$ cat src/rtl/model_scalar_integer_accumulator_if.sv
// =====================================================================
// Module   : model_scalar_integer_accumulator_if
// Brief    : Control, upstream-data and adder-side signals of the accumulator
// Revision : 1.0 - initial release
// =====================================================================
`default_nettype none

interface model_scalar_integer_accumulator_if #(
  parameter int DATA_SIZE    = 64,
  parameter int CONTROL_SIZE = 4
);
  logic                    START;
  logic                    READY;
  logic                    OPERATION;
  logic [CONTROL_SIZE-1:0] SIZE_IN;
  logic                    DATA_IN_ENABLE;
  logic                    DATA_ENABLE;
  logic [DATA_SIZE-1:0]    DATA_IN;
  logic                    ADDER_START;
  logic                    ADDER_READY;
  logic                    ADDER_OPERATION;
  logic [DATA_SIZE-1:0]    ADDER_DATA_A_OUT;
  logic [DATA_SIZE-1:0]    ADDER_DATA_B_OUT;
  logic [DATA_SIZE-1:0]    ADDER_DATA_IN;
  logic                    ADDER_OVERFLOW_IN;
  logic [DATA_SIZE-1:0]    DATA_OUT;
  logic                    OVERFLOW_OUT;

  // Environment side: sequencer, upstream source and adder responder
  modport master (
    output START, OPERATION, SIZE_IN, DATA_IN_ENABLE, DATA_IN,
           ADDER_READY, ADDER_DATA_IN, ADDER_OVERFLOW_IN,
    input  READY, DATA_ENABLE, ADDER_START, ADDER_OPERATION,
           ADDER_DATA_A_OUT, ADDER_DATA_B_OUT, DATA_OUT, OVERFLOW_OUT
  );

  modport slave (
    input  START, OPERATION, SIZE_IN, DATA_IN_ENABLE, DATA_IN,
           ADDER_READY, ADDER_DATA_IN, ADDER_OVERFLOW_IN,
    output READY, DATA_ENABLE, ADDER_START, ADDER_OPERATION,
           ADDER_DATA_A_OUT, ADDER_DATA_B_OUT, DATA_OUT, OVERFLOW_OUT
  );
endinterface

`default_nettype wire

$ cat src/rtl/model_scalar_integer_accumulator.sv
// =====================================================================
// Module   : model_scalar_integer_accumulator
// Brief    : Pulls N scalars and folds them through an external adder.
//            Optional watchdog: MODEL_SCALAR_INTEGER_ACCUMULATOR_TIMEOUT_EN
// Revision : 1.0 - initial release
// =====================================================================
`default_nettype none

module model_scalar_integer_accumulator #(
  parameter int DATA_SIZE      = 64,
  parameter int CONTROL_SIZE   = 4,
  parameter int TIMEOUT_CYCLES = 16
) (
  input  logic                              CLK,
  input  logic                              RST,
  model_scalar_integer_accumulator_if.slave bus
);

  typedef enum logic [1:0] {
    IDLE_STATE  = 2'd0,
    INPUT_STATE = 2'd1,
    WAIT_STATE  = 2'd2,
    ENDER_STATE = 2'd3
  } state_t;

  if (TIMEOUT_CYCLES < 2) begin : g_timeout_param_check
    $error("TIMEOUT_CYCLES must be at least 2");
  end

  state_t                  r_state, w_state;
  logic [CONTROL_SIZE-1:0] r_size, w_size;
  logic [CONTROL_SIZE-1:0] r_idx, w_idx;
  logic                    r_op, w_op;
  logic                    r_ovf, w_ovf;
  logic [DATA_SIZE-1:0]    r_acc, w_acc;
  logic [DATA_SIZE-1:0]    r_a, w_a;
  logic [DATA_SIZE-1:0]    r_b, w_b;
  logic [DATA_SIZE-1:0]    r_data_out, w_data_out;
  logic                    r_ovf_out, w_ovf_out;
  logic                    r_ready, w_ready;
  logic                    r_data_enable, w_data_enable;
  logic                    r_adder_start, w_adder_start;
  logic                    r_adder_op, w_adder_op;

`ifdef MODEL_SCALAR_INTEGER_ACCUMULATOR_TIMEOUT_EN
  localparam int          c_TMO_W    = $clog2(TIMEOUT_CYCLES);
  // Leaving on this count puts READY exactly TIMEOUT_CYCLES after ADDER_START
  localparam logic [c_TMO_W-1:0] c_TMO_LAST = c_TMO_W'(TIMEOUT_CYCLES - 2);
  logic [c_TMO_W-1:0] r_tmo_cnt, w_tmo_cnt;
`endif

  always_comb begin
    w_state       = r_state;
    w_size        = r_size;
    w_idx         = r_idx;
    w_op          = r_op;
    w_ovf         = r_ovf;
    w_acc         = r_acc;
    w_a           = r_a;
    w_b           = r_b;
    w_data_out    = r_data_out;
    w_ovf_out     = r_ovf_out;
    w_ready       = 1'b0;
    w_data_enable = r_data_enable;
    w_adder_start = 1'b0;
    w_adder_op    = r_adder_op;
`ifdef MODEL_SCALAR_INTEGER_ACCUMULATOR_TIMEOUT_EN
    w_tmo_cnt     = r_tmo_cnt;
`endif
    case (r_state)
      IDLE_STATE: begin
        if (bus.START) begin
          w_size = bus.SIZE_IN;
          w_op   = bus.OPERATION;
          w_acc  = '0;
          w_idx  = '0;
          w_ovf  = 1'b0;
          if (bus.SIZE_IN == '0) begin
            w_state = ENDER_STATE;
          end else begin
            w_data_enable = 1'b1;
            w_state       = INPUT_STATE;
          end
        end
      end
      INPUT_STATE: begin
        if (bus.DATA_IN_ENABLE) begin
          w_a           = r_acc;
          w_b           = bus.DATA_IN;
          w_adder_op    = r_op;
          w_adder_start = 1'b1;
          w_data_enable = 1'b0;
          w_state       = WAIT_STATE;
`ifdef MODEL_SCALAR_INTEGER_ACCUMULATOR_TIMEOUT_EN
          w_tmo_cnt     = '0;
`endif
        end
      end
      WAIT_STATE: begin
        if (bus.ADDER_READY) begin
          w_acc = bus.ADDER_DATA_IN;
          w_ovf = r_ovf | bus.ADDER_OVERFLOW_IN;
          if (r_idx == r_size - 1'b1) begin
            w_state = ENDER_STATE;
          end else begin
            w_idx         = r_idx + 1'b1;
            w_data_enable = 1'b1;
            w_state       = INPUT_STATE;
          end
        end
`ifdef MODEL_SCALAR_INTEGER_ACCUMULATOR_TIMEOUT_EN
        else if (r_tmo_cnt == c_TMO_LAST) begin
          w_ovf   = 1'b1;
          w_state = ENDER_STATE;
        end else begin
          w_tmo_cnt = r_tmo_cnt + 1'b1;
        end
`endif
      end
      ENDER_STATE: begin
        w_data_out = r_acc;
        w_ovf_out  = r_ovf;
        w_ready    = 1'b1;
        w_state    = IDLE_STATE;
      end
      default: w_state = IDLE_STATE;
    endcase
  end

  always_ff @(posedge CLK or posedge RST) begin
    if (RST) begin
      r_state       <= IDLE_STATE;
      r_size        <= '0;
      r_idx         <= '0;
      r_op          <= 1'b0;
      r_ovf         <= 1'b0;
      r_acc         <= '0;
      r_a           <= '0;
      r_b           <= '0;
      r_data_out    <= '0;
      r_ovf_out     <= 1'b0;
      r_ready       <= 1'b0;
      r_data_enable <= 1'b0;
      r_adder_start <= 1'b0;
      r_adder_op    <= 1'b0;
`ifdef MODEL_SCALAR_INTEGER_ACCUMULATOR_TIMEOUT_EN
      r_tmo_cnt     <= '0;
`endif
    end else begin
      r_state       <= w_state;
      r_size        <= w_size;
      r_idx         <= w_idx;
      r_op          <= w_op;
      r_ovf         <= w_ovf;
      r_acc         <= w_acc;
      r_a           <= w_a;
      r_b           <= w_b;
      r_data_out    <= w_data_out;
      r_ovf_out     <= w_ovf_out;
      r_ready       <= w_ready;
      r_data_enable <= w_data_enable;
      r_adder_start <= w_adder_start;
      r_adder_op    <= w_adder_op;
`ifdef MODEL_SCALAR_INTEGER_ACCUMULATOR_TIMEOUT_EN
      r_tmo_cnt     <= w_tmo_cnt;
`endif
    end
  end

  assign bus.READY            = r_ready;
  assign bus.DATA_ENABLE      = r_data_enable;
  assign bus.ADDER_START      = r_adder_start;
  assign bus.ADDER_OPERATION  = r_adder_op;
  assign bus.ADDER_DATA_A_OUT = r_a;
  assign bus.ADDER_DATA_B_OUT = r_b;
  assign bus.DATA_OUT         = r_data_out;
  assign bus.OVERFLOW_OUT     = r_ovf_out;

endmodule

`default_nettype wire

$ cat src/flat_wrapper.sv
// flat-port wrapper written by rule: the top's interface ports become plain ports
module model_scalar_integer_accumulator_flat 
#(
  parameter int DATA_SIZE      = 64,
  parameter int CONTROL_SIZE   = 4,
  parameter int TIMEOUT_CYCLES = 16
)
  (CLK, RST, bus_START, bus_OPERATION, bus_SIZE_IN, bus_DATA_IN_ENABLE, bus_DATA_IN, bus_ADDER_READY, bus_ADDER_DATA_IN, bus_ADDER_OVERFLOW_IN, bus_READY, bus_DATA_ENABLE, bus_ADDER_START, bus_ADDER_OPERATION, bus_ADDER_DATA_A_OUT, bus_ADDER_DATA_B_OUT, bus_DATA_OUT, bus_OVERFLOW_OUT);
  model_scalar_integer_accumulator_if #(.DATA_SIZE(DATA_SIZE), .CONTROL_SIZE(CONTROL_SIZE)) bus_i ();
  input  logic CLK;
  input  logic RST;
  input wire logic [$bits(bus_i.START)-1:0] bus_START;
  input wire logic [$bits(bus_i.OPERATION)-1:0] bus_OPERATION;
  input wire logic [$bits(bus_i.SIZE_IN)-1:0] bus_SIZE_IN;
  input wire logic [$bits(bus_i.DATA_IN_ENABLE)-1:0] bus_DATA_IN_ENABLE;
  input wire logic [$bits(bus_i.DATA_IN)-1:0] bus_DATA_IN;
  input wire logic [$bits(bus_i.ADDER_READY)-1:0] bus_ADDER_READY;
  input wire logic [$bits(bus_i.ADDER_DATA_IN)-1:0] bus_ADDER_DATA_IN;
  input wire logic [$bits(bus_i.ADDER_OVERFLOW_IN)-1:0] bus_ADDER_OVERFLOW_IN;
  output wire logic [$bits(bus_i.READY)-1:0] bus_READY;
  output wire logic [$bits(bus_i.DATA_ENABLE)-1:0] bus_DATA_ENABLE;
  output wire logic [$bits(bus_i.ADDER_START)-1:0] bus_ADDER_START;
  output wire logic [$bits(bus_i.ADDER_OPERATION)-1:0] bus_ADDER_OPERATION;
  output wire logic [$bits(bus_i.ADDER_DATA_A_OUT)-1:0] bus_ADDER_DATA_A_OUT;
  output wire logic [$bits(bus_i.ADDER_DATA_B_OUT)-1:0] bus_ADDER_DATA_B_OUT;
  output wire logic [$bits(bus_i.DATA_OUT)-1:0] bus_DATA_OUT;
  output wire logic [$bits(bus_i.OVERFLOW_OUT)-1:0] bus_OVERFLOW_OUT;
  assign bus_i.START = bus_START;
  assign bus_i.OPERATION = bus_OPERATION;
  assign bus_i.SIZE_IN = bus_SIZE_IN;
  assign bus_i.DATA_IN_ENABLE = bus_DATA_IN_ENABLE;
  assign bus_i.DATA_IN = bus_DATA_IN;
  assign bus_i.ADDER_READY = bus_ADDER_READY;
  assign bus_i.ADDER_DATA_IN = bus_ADDER_DATA_IN;
  assign bus_i.ADDER_OVERFLOW_IN = bus_ADDER_OVERFLOW_IN;
  assign bus_READY = bus_i.READY;
  assign bus_DATA_ENABLE = bus_i.DATA_ENABLE;
  assign bus_ADDER_START = bus_i.ADDER_START;
  assign bus_ADDER_OPERATION = bus_i.ADDER_OPERATION;
  assign bus_ADDER_DATA_A_OUT = bus_i.ADDER_DATA_A_OUT;
  assign bus_ADDER_DATA_B_OUT = bus_i.ADDER_DATA_B_OUT;
  assign bus_DATA_OUT = bus_i.DATA_OUT;
  assign bus_OVERFLOW_OUT = bus_i.OVERFLOW_OUT;
  model_scalar_integer_accumulator #(.DATA_SIZE(DATA_SIZE), .CONTROL_SIZE(CONTROL_SIZE), .TIMEOUT_CYCLES(TIMEOUT_CYCLES)) u_core (.CLK(CLK), .RST(RST), .bus(bus_i));
endmodule
$ cat config.mk
export PLATFORM = sky130hd
export DESIGN_NAME = model_scalar_integer_accumulator_flat
export DESIGN_NICKNAME = d
export VERILOG_FILES = /design/src/rtl/model_scalar_integer_accumulator_if.sv /design/src/rtl/model_scalar_integer_accumulator.sv /design/src/flat_wrapper.sv
export SDC_FILE = /design/constraint.sdc
export NUM_CORES = 1
export LEC_CHECK = 0
export ABC_AREA = 1
export CAP_MARGIN = 20
export CORE_ASPECT_RATIO = 2
export CORE_UTILIZATION = 25
export DETAILED_ROUTE_END_ITERATION = 10
export SKIP_CTS_REPAIR_TIMING = 1
export SLEW_MARGIN = 10
export SYNTH_ARGS = -nofsm -noshare
export SYNTH_HDL_FRONTEND = slang
export SYNTH_SLANG_ARGS = --single-unit
$ cat constraint.sdc
create_clock -name CLK -period 19.3 [get_ports CLK]
set_input_delay 2.895 -clock CLK [delete_from_list [all_inputs] [get_ports CLK]]
set_output_delay 2.895 -clock CLK [all_outputs]
set_load 0.005 [all_outputs]
* After elaboration in Yosys (flattened, before gate mapping)
Cells that the tools add are included.
** Cells by class
- $add $sub $neg :: 2
- Equality and inequality tests :: 9
- Mux-type cells :: 25
- Bitwise operators :: 1
- Reductions and logical operators :: 10
** Operators with widths (count)
- 64-bit 2-to-1 mux :: 2
- 64-bit case mux with 2 select lines :: 1
- 4-bit 2-to-1 mux :: 3
- 1-bit 2-to-1 mux :: 10
- 2-bit 2-to-1 mux :: 5
- 2-bit inequality test, second input constant :: 5
- 2-bit case mux with 4 select lines :: 1
- 4-bit case mux with 2 select lines :: 1
- 3-bit AND reduction :: 2
- 6-bit AND reduction :: 1
- 4-bit by 1-bit adder with 4-bit output, second input constant :: 1
- 2-bit == test, second input constant :: 2
- 4-bit == test :: 1
- 4-bit zero test :: 1
- 2-bit AND reduction :: 2
- 4-bit AND reduction :: 1
- 4-bit by 1-bit subtractor with 4-bit output, second input constant :: 1
- 1-bit case mux with 3 select lines :: 1
- 3-bit nonzero test :: 1
- 2-bit by 1-bit == test with 1-bit output, second input constant :: 1
- 2-bit zero test :: 1
- 1-bit case mux with 2 select lines :: 1
- 2-bit nonzero test :: 1
- 1-bit bitwise OR :: 1
** Word-level totals
- Flip-flop bits (word level) :: 273
- Bits of input ports :: 139
- Output and inout bits :: 197
- Logic and storage cells :: 61

* Depth between registers and ports, before layout
Gate-level depths: netlist of run 1.
- Depth after elaboration :: 5
- Gate-level depth with buffers :: 13
- Depth with buffers taken out :: 12

* Worst setup path after synthesis of run 1
OpenSTA, ideal clock, no wires.
- Path type :: in2reg
- Start point :: input port bus_START
- End point :: register u_core.r_acc[40]
- Arrival time :: 3.502 ns
- Slack :: 15.667 ns
- Stages :: 6
- Buffers on the path :: 1
- Cell sequence :: inv_1 -> nand2_1 -> nand2_2 -> nor2_4 -> clkbuf_1 -> o21ai_1
** Between the ends
- Cells in the longest elaborated chain, start to end :: 2
** RTL lines
- start: declaration :: RTL line flat_wrapper.sv:12 : input wire logic [$bits(bus_i.START)-1:0] bus_START;
- 2-bit inequality test (no line)
- 3-bit AND reduction (no line)
- end signal: assignment :: RTL line model_scalar_integer_accumulator.sv:155 : r_acc <= w_acc;
- end: declaration :: RTL line model_scalar_integer_accumulator.sv:35 : logic [DATA_SIZE-1:0] r_acc, w_acc;
Every way passes these cells.
A chain may end at the register's enable or synchronous reset.

* Worst setup path in the final report of run 1
- Start point :: input port bus_DATA_IN_ENABLE
- End point :: register u_core.r_a[60], in the netlist u_core.bus.ADDER_DATA_A_OUT[60]
** Between the ends
- Cells in the longest elaborated chain, start to end :: 1
** RTL lines
- start: declaration :: RTL line flat_wrapper.sv:15 : input wire logic [$bits(bus_i.DATA_IN_ENABLE)-1:0] bus_DATA_IN_ENABLE;
- 2-bit AND reduction (no line)
- end signal: assignment :: RTL line model_scalar_integer_accumulator.sv:156 : r_a <= w_a;
- end: declaration :: RTL line model_scalar_integer_accumulator.sv:36 : logic [DATA_SIZE-1:0] r_a, w_a;
Every way passes these cells.

==> results.md, run 1 <==
* FP Rows at 107
* Largest delay share family, worst path: buffers and inverters
* Clk root buf: clkbuf_16
* Worst Max-Slew Pin Slew at 1.078 ns
* DR WL/cell at 17.17 µm
* Fmax at 217.9 MHz
* Sequential-to-total area share from yosys stat at 63.11%
* Delay of the slowest critical-path stage at 0.72 ns
* First-pass GRT wire length at 51.03 mm
* Bufs on Longest Clock Path at 3
* Ys Warns at 0
* RSZ-0062 raised after global routing: no
* Pwr/cell area at 164.6 nW/µm²
* Post-synth top cells: 294 x nand2_1, 273 x dfrtp_1, 84 x inv_1
* Max FO, Critical Path at 116
* Synthesized area at 10,820 µm²
* Clk sinks at 273
* Yosys top cell area share at 63.11%
* # placed instances at 1,908
* Port Buffer Count at 335
* Critical-path cell list: clkdlybuf4s50_1 -> nand2_8 -> buf_4 -> o21ai_0
* Top-count cell post-synth: nand2_1
* Top_reg_cell synth: dfrtp_1
* Global route hottest layer: met2
* Die height at 296.3 µm
* Area delta synth->final at 42.94%
* Antenna Violating Nets Remaining at 0
* Core area at 42,710 µm²
* Final wirelength at 33.63 mm
* Tot GR Track Use at 15.15%
* Worst path slowest cell: buf_4
* Syn Nets at 1,230
* Leak at 6.887 nW
* HP Class: reg -> reg
* Setup TNS at 0 ns
* H-tree depth at 1
* Crit share post-route at 23.77%
* Synth Instances at 1,085
* Worst EP required at 19.68 ns
* Met2 GRT Util at 29.70%
* Worst-Skew Late Latency at 0.54 ns
* # fillers at 4,282
* Final Hold Viols at 0
* Final Skew at 0.009481 ns
* DIE AREA at 44,180 µm²
* CTS tree: yes
* Initial Util at 25.34%
* Reg-to-Reg Start: u_core.r_state[0]$_DFFE_PP0P_
* WHS at 0.4696 ns
* Vias in the first global route at 8,705
* Met3 Resource Use GR at 1.800%
* Yosys cell types at 25
* Status: complete, no violations
* Syn_area_per_cell at 9.976 µm²
* Number of synthesized flops with an enable pin at 0
* Max Slew Vio Count at 0
* Gpl congestion at 0.7981
* Grt ovf at 0
* DRT iter0 DRCs at 360
* Final setup violation count at 0
* HP Start: u_core.r_op$_DFFE_PP0P_
* Pin count of the biggest net entering global routing at 159
* Share of cells above drive strength 1 at 10.62%
* Final Non-Filler Cells at 1,959
* Via Count at 8,445
* Final WS setup at 14.71 ns
* Clk pin slew, worst setup/hold paths at 0.07 ns
* Largest cells by area after synthesis: dfrtp_1 63%, nand2_1 10%, nand3_2 3.7%, o21ai_2 3.3%, o21ai_0 3.3%
* Drt drc at 0
* Core Util, Final at 36.23%
* Crit path buf inv count at 2
* HPWL Detailed at 23.27 mm
* CP Capture Type: flop
* Synth area leader: dfrtp_1
* Initial antenna violation count at 3
* Post-synth ARST share at 100.0%
* Seq cells post-synth at 273
* Vias per inst at 4.311
* Crit path launch: bus_DATA_IN_ENABLE
* First-pass detailed-route iteration total at 5
* Nature of the critical path startpoint: input port
* Chip width at 149.1 µm
* Arr. time, crit path at 4.97 ns
* # IOs at 336
* Final net count at 1,538
* Max-slew headroom at 28.13%
* Critical path class: in -> reg
* Pre-CTS worst setup slack at 13.98 ns
* Met1 global-route usage at 15.90%
* Inserted Clock Buffers at 27
* Final critical-path required period at 4.589 ns
* Max cap viols at 0
* Worst IR Drop VDD at 0.00007784 V
[cell type report]
| class | instances | area, µm² | area share (%) |
|---|---|---|---|
| diodes | 2 | 5.005 | 0.03235 |
| clock buffers | 37 | 773.2 | 4.998 |
| clock inverters | 11 | 71.32 | 0.4609 |
| inverters | 86 | 331.6 | 2.143 |
| multi-input cells | 662 | 3339 | 21.58 |
| flip-flops and latches | 273 | 6832 | 44.15 |
| well taps | 545 | 681.9 | 4.407 |
| repair buffers | 343 | 3438 | 22.22 |
[registers in the layout, summed over array words and instances, names as in the netlist]
name and count:
u_core.r_state 2, u_core.r_op 1, u_core.bus.DATA_ENABLE 1, u_core.bus.OVERFLOW_OUT 1, u_core.r_ovf 1, u_core.bus.DATA_OUT 64, u_core.bus.ADDER_DATA_B_OUT 64, u_core.bus.ADDER_START 1
u_core.r_size 4, u_core.bus.ADDER_OPERATION 1, u_core.bus.ADDER_DATA_A_OUT 64, u_core.r_acc 64, u_core.r_idx 4, u_core.bus.READY 1
[through the flow]
stage	total power, mW	area (µm²)
final	2.547	15470
after global routing	2.735	15470
after CTS	2.597	15450
after detailed placement	2.067	14600
after global placement	2.046	14600
after floorplan	1.495	10820
[power breakdown]
part           internal (mW)  switching (mW)  total, mW
Sequential             0.830           0.133      0.964
Combinational          0.514           0.559       1.07
Clock                  0.281           0.229      0.510
[logic make-up after synthesis]
logic type	Yosys count	synth area share (%)
compound gates	203	10.81
xor+xnor	3	0.2428
fa+ha+maj	6	0.6935
buf+inv	150	6.392
flops	273	63.11
mux	2	0.2081
simple gates	448	18.54
[cell usage in the layout (no fill, tap or decap), types with 30 or more instances in the layout]
cell / synthesis / routed
a21oi_1: 67 / 67
clkdlybuf4s50_1: 0 / 335
dfrtp_1: 273 / 273
inv_1: 84 / 83
nand2_1: 294 / 294
nand3_1: 30 / 30
nand3_2: 40 / 40
nor2_1: 73 / 73
o21ai_0: 71 / 71
o21ai_2: 41 / 41
[metal layers]
layer	part of all wire, %	up-vias
li1	-	4055
met1	35	4117
met2	58	217
met3	3.7	54
met4	3.1	2
met5	0.051	-
[worst register-to-register path: cells and delay by family (launching register included)]
kind            cells  cell delay (ns)
buf+inv             3             1.48
flops               1             0.44
simple gates        2             0.30
fa+ha+maj           1             0.29
compound gates      1             0.19
[final timing paths]
path,to,slack (ns),cells past startpoint
max reg2reg,u_core.r_acc[62]$_DFFE_PP0P_,16.45,7
min,u_core.bus.ADDER_OPERATION$_DFFE_PP0P_,0.47,2
min in group asynchronous,u_core.bus.DATA_OUT[60]$_DFFE_PP0P_,2.91,2
min reg2reg,u_core.bus.ADDER_OPERATION$_DFFE_PP0P_,0.47,2
max in group asynchronous,u_core.r_idx[0]$_DFFE_PP0P_,14.99,3
max,u_core.bus.ADDER_DATA_A_OUT[60]$_DFFE_PP0P_,14.71,4
Note: power is estimated with default switching activity, not from simulation.
==> inputs of run 2 (changes only) <==
- clock period: 19.3 -> 3.75 ns (I/O delays scaled with it)
==> run 2 against run 1 <==
Core utilization grew 0.42 points; power grew to 5.2 times the previous value; worst setup slack lost 14 ns; die area is the same; wire length shrank 0.50%; largest cell class unchanged; hold slack lost 0.0049 ns; critical path depth grew 4; first-iteration DRC count shrank 2.2%; count of clock-buffer cells in the layout grew 1; final cell count grew 0.71%; sequential cell count is the same; sequential power grew to 5.2 times the previous value.
==> results.md, run 2 (synthesis results as in run 1) <==
* Status: complete, no violations
* Clk sinks at 273
* Commonest cells after routing, fill and taps aside: 335 x clkdlybuf4s50_1, 294 x nand2_1, 273 x dfrtp_1
* Post-DP Area at 14,730 µm²
* Final setup violation count at 0
* Initial antenna violation count at 6
* Final wirelength at 33.46 mm
* CTS tree: yes
* Max Slew Vio Count at 0
* Max FO, Critical Path at 36
* # IOs at 336
* Core area at 42,710 µm²
* Initial Util at 25.34%
* CP Capture Type: flop
* Core Util, Final at 36.65%
* Leak at 6.964 nW
* Final Hold Viols at 0
* Max cap viols at 0
* H-tree depth at 1
* Worst path slowest cell: buf_4
* Pwr/cell area at 848.6 nW/µm²
* DR WL/cell at 16.96 µm
* DIE AREA at 44,180 µm²
* Final net count at 1,547
* Pin count of the biggest net entering global routing at 90
* Worst-Skew Late Latency at 0.55 ns
* HPWL Detailed at 23.94 mm
* Gpl congestion at 0.8083
* Final Skew at 0.02273 ns
* First-pass GRT wire length at 49.93 mm
* Arr. time, crit path at 3.00 ns
* Worst EP required at 4.14 ns
* Final WS setup at 1.135 ns
* Bufs on Longest Clock Path at 3
* Area delta synth->final at 44.60%
* Antenna Violating Nets Remaining at 0
* Clk pin slew, worst setup/hold paths at 0.07 ns
* Vias in the first global route at 8,554
* Max-slew headroom at 22.94%
* Die height at 296.3 µm
* Worst IR Drop VDD at 0.0006842 V
* Grt ovf at 0
* Tot GR Track Use at 14.80%
* Nature of the critical path startpoint: flop
* Via Count at 8,433
* Inserted Clock Buffers at 26
* Share of cells above drive strength 1 at 11.11%
* Chip width at 149.1 µm
* Critical path class: reg -> reg
* Final critical-path required period at 2.615 ns
* Crit share post-route at 69.74%
* Delay of the slowest critical-path stage at 0.56 ns
* Power, Total at 13.28 mW
* # fillers at 4,273
* Largest delay share family, worst path: buffers and inverters
* HP Class: reg -> reg
* Port Buffer Count at 335
* Drt drc at 0
* Critical-path cell list: inv_1 -> ha_1 -> nand2_1 -> nand2_2 -> clkinv_2 -> buf_4 -> nand3_1 -> o21ai_1
* RSZ-0062 raised after global routing: no
* Pre-CTS worst setup slack at 1.002 ns
* Worst Max-Slew Pin Slew at 1.156 ns
* DRT iter0 DRCs at 352
* Vias per inst at 4.274
* Most common cell after layout, fill and taps aside: clkdlybuf4s50_1
* Clk root buf: clkbuf_16
* Crit path buf inv count at 3
* Fmax at 382.4 MHz
* FP Rows at 107
* Cell area after layout at 15,650 µm²
* First-pass detailed-route iteration total at 5
[run 2: changes by cell type in the layout (fill, tap and decap cells not counted), moves of 2 or more]
cell	previous run	this run
diode_2	2	6
clkinv_2	7	4
buf_4	6	13
clkbuf_1	4	6
buf_12	2	5
bufinv_16	0	3
[run 2: worst paths after layout]
check / slack [ns] / start / cells after the start / endpoint
worst min register to register: 0.46 / u_core.r_op$_DFFE_PP0P_ / 2 / u_core.bus.ADDER_OPERATION$_DFFE_PP0P_
worst max-delay path: 1.13 / u_core.r_state[0]$_DFFE_PP0P_ / 8 / u_core.r_acc[40]$_DFFE_PP0P_
min in group asynchronous: 0.50 / RST / 2 / u_core.r_acc[11]$_DFFE_PP0P_
worst min-delay path: 0.46 / u_core.r_op$_DFFE_PP0P_ / 2 / u_core.bus.ADDER_OPERATION$_DFFE_PP0P_
worst max register to register: 1.13 / u_core.r_state[0]$_DFFE_PP0P_ / 8 / u_core.r_acc[40]$_DFFE_PP0P_
max in group asynchronous: 2.31 / RST / 4 / u_core.bus.ADDER_DATA_A_OUT[35]$_DFFE_PP0P_
[run 2: area by class of cell]
class	instances	area [µm²]	share of cell area, %
well taps	545	681.9	4.357
multi-input cells	662	3339	21.34
inverters	86	327.8	2.094
repair buffers	353	3551	22.69
clock buffers	38	767.0	4.900
flip-flops and latches	273	6832	43.65
clock inverters	10	137.6	0.8794
diodes	6	15.01	0.09593
[run 2: per-stage QoR]
step	hold WS [ns]	TNS (ns)	cells
final	0.4646	0	1973
after global placement	0.4512	0	1919
after CTS	0.4692	0	1967
after floorplan	0.4364	-115.18	1085
after detailed placement	0.4523	0	1919
after global routing	0.4922	0	1973
[run 2: power by group]
| group | internal (mW) | switching, mW |
|---|---|---|
| clock | 1.63 | 1.16 |
| sequential | 4.27 | 0.709 |
| combinational | 2.65 | 2.85 |
[run 2: routing by layer]
metal	vias to the layer above	global-route usage, %	wire length (µm)
li1	4080	-	-
met1	4051	15.32	11830
met2	248	28.96	19250
met3	54	1.769	1332
met4	0	6.720	1048
met5	-	0	0
[run 2: worst min-delay path: cells and delay by family, from the launching register on]
family | cells | cell delay, ns
AND/OR/NAND/NOR | 2 | 0.09
flip-flops | 1 | 0.34
==> inputs of run 3 (changes only) <==
- clock period: 3.75 -> 2.35 ns (I/O delays scaled with it)
==> run 3 against run 2 <==
Sequential power increased by 59%; combinational power up 64%; core utilization grew 0.13 points; register-to-register slack worse by 0.62 ns; power grew 61%; hold slack lost 0.16 ns; clock skew fell by 0.013 ns; count of clock-buffer cells in the layout rose by 1; wire length down 1.2%.
==> results.md, run 3 (synthesis results as in run 1) <==
* Grt ovf at 0
* Clk pin slew, worst setup/hold paths at 0.06 ns
* Max Slew Vio Count at 0
* Final wirelength at 33.05 mm
* H-tree depth at 1
* Post-DP Area at 14,810 µm²
* Critical path class: reg -> out
* Crit path buf inv count at 1
* Gpl congestion at 0.7776
* HP Class: in -> async
* Core area at 42,710 µm²
* FP Rows at 107
* Vias per inst at 4.245
* Chip width at 149.1 µm
* Commonest cells after routing, fill and taps aside: 335 x clkdlybuf4s50_1, 294 x nand2_1, 273 x dfrtp_1
* Worst path slowest cell: clkdlybuf4s50_1
* Inserted Clock Buffers at 27
* WHS at 0.3010 ns
* Worst IR Drop VDD at 0.0007324 V
* Arr. time, crit path at 1.51 ns
* Tot GR Track Use at 14.82%
* Core Util, Final at 36.78%
* RSZ-0062 raised after global routing: no
* Final setup violation count at 0
* Final critical-path required period at 1.863 ns
* Nature of the critical path startpoint: flop
* Bufs on Longest Clock Path at 3
* CTS tree: yes
* Most common cell after layout, fill and taps aside: clkdlybuf4s50_1
* Status: complete, no violations
* Final Hold Viols at 0
* Vias in the first global route at 8,606
* Max cap viols at 0
* Clk sinks at 273
* Psw at 7.572 mW
* DR WL/cell at 16.69 µm
* First-pass detailed-route iteration total at 7
* Clk root buf: clkbuf_16
* Via Count at 8,405
* Logic pwr share at 42.3%
* Max FO, Critical Path at 2
* Die height at 296.3 µm
* DIE AREA at 44,180 µm²
* Pin count of the biggest net entering global routing at 95
* Reg2reg setup slack at 0.51 ns
* Worst-Skew Late Latency at 0.55 ns
* Switch share at 35.49%
* First-pass GRT wire length at 50.00 mm
* DRT iter0 DRCs at 336
* Final Non-Filler Cells at 1,980
* Fmax at 536.8 MHz
* Final Skew at 0.009393 ns
* Largest delay share family, worst path: buffers and inverters
* Clock Power Share at 20.6%
* Drt drc at 0
* Initial antenna violation count at 5
* # placed instances at 1,925
* # IOs at 336
* Sequential share of power at 37.2%
* Critical-path cell list: clkdlybuf4s50_1
* Worst EP required at 2.00 ns
* Internal cell power at 13.76 mW
* Worst Max-Slew Pin Slew at 0.7831 ns
* Area delta synth->final at 45.10%
* Port Buffer Count at 335
* HPWL Detailed at 23.74 mm
* Final net count at 1,554
* Cell area after layout at 15,710 µm²
* Delay of the slowest critical-path stage at 0.61 ns
* Antenna Violating Nets Remaining at 0
* Initial Util at 25.34%
* Share of cells above drive strength 1 at 11.27%
* Crit share post-route at 79.27%
* Pwr/cell area at 1358 nW/µm²
* Leak at 6.987 nW
* Max-slew headroom at 47.79%
* CP Capture Type: primary output
-- run 3: power by group through the flow --
stage	clock (mW)	sequential (mW)	combinational, mW
2_1_floorplan	0	7.92	4.36
3_3_place_gp	0	7.95	9.05
3_5_place_dp	0	8.00	9.18
4_1_cts	4.57	7.94	9.22
5_1_grt	4.72	8.14	10.0
6_report	4.39	7.93	9.02
-- run 3: metal layers --
layer / vias up / part of all wire [%] / GRT usage (%)
met5: - / 0 / 0
met4: 0 / 3.4 / 6.346
met3: 51 / 4.8 / 2.308
met2: 233 / 56 / 28.75
li1: 4100 / - / -
met1: 4021 / 35 / 15.38
-- run 3: cell type report --
class / count / area (µm²)
antenna: 6 / 15.01
clock buffer: 39 / 740.7
clock inverter: 10 / 136.4
fill: 4240 / 27000
inverter: 86 / 327.8
multi-input combinational: 662 / 3339
sequential: 273 / 6832
tap: 545 / 681.9
timing repair buffer: 359 / 3633
-- run 3: metrics by stage --
| stage | worst slack (ns) | setup TNS, ns | total power [mW] |
|---|---|---|---|
| final | 0.4871 | 0 | 21.33 |
| after global routing | 0.3859 | 0 | 22.87 |
| after CTS | 0.4253 | 0 | 21.73 |
| after detailed placement | 0.4832 | 0 | 17.18 |
| after global placement | 0.5115 | 0 | 17.00 |
| after floorplan | -1.612 | -440.05 | 12.28 |
-- run 3: worst paths after layout --
check                                                              to                                  startpoint  cells after the start
hold / removal                     u_core.bus.DATA_OUT[8]$_DFFE_PP0P_                                         RST                      3
hold reg to reg            u_core.bus.ADDER_DATA_B_OUT[1]$_DFFE_PP0P_  u_core.bus.ADDER_DATA_B_OUT[1]$_DFFE_PP0P_                      2
max in group asynchronous         u_core.bus.DATA_OUT[20]$_DFFE_PP0P_                                         RST                      3
min in group CLK           u_core.bus.ADDER_DATA_B_OUT[1]$_DFFE_PP0P_                              bus_DATA_IN[1]                      3
setup reg to reg                         u_core.r_acc[62]$_DFFE_PP0P_               u_core.r_state[0]$_DFFE_PP0P_                      5
setup / recovery                                     bus_DATA_OUT[57]         u_core.bus.DATA_OUT[57]$_DFFE_PP0P_                      1
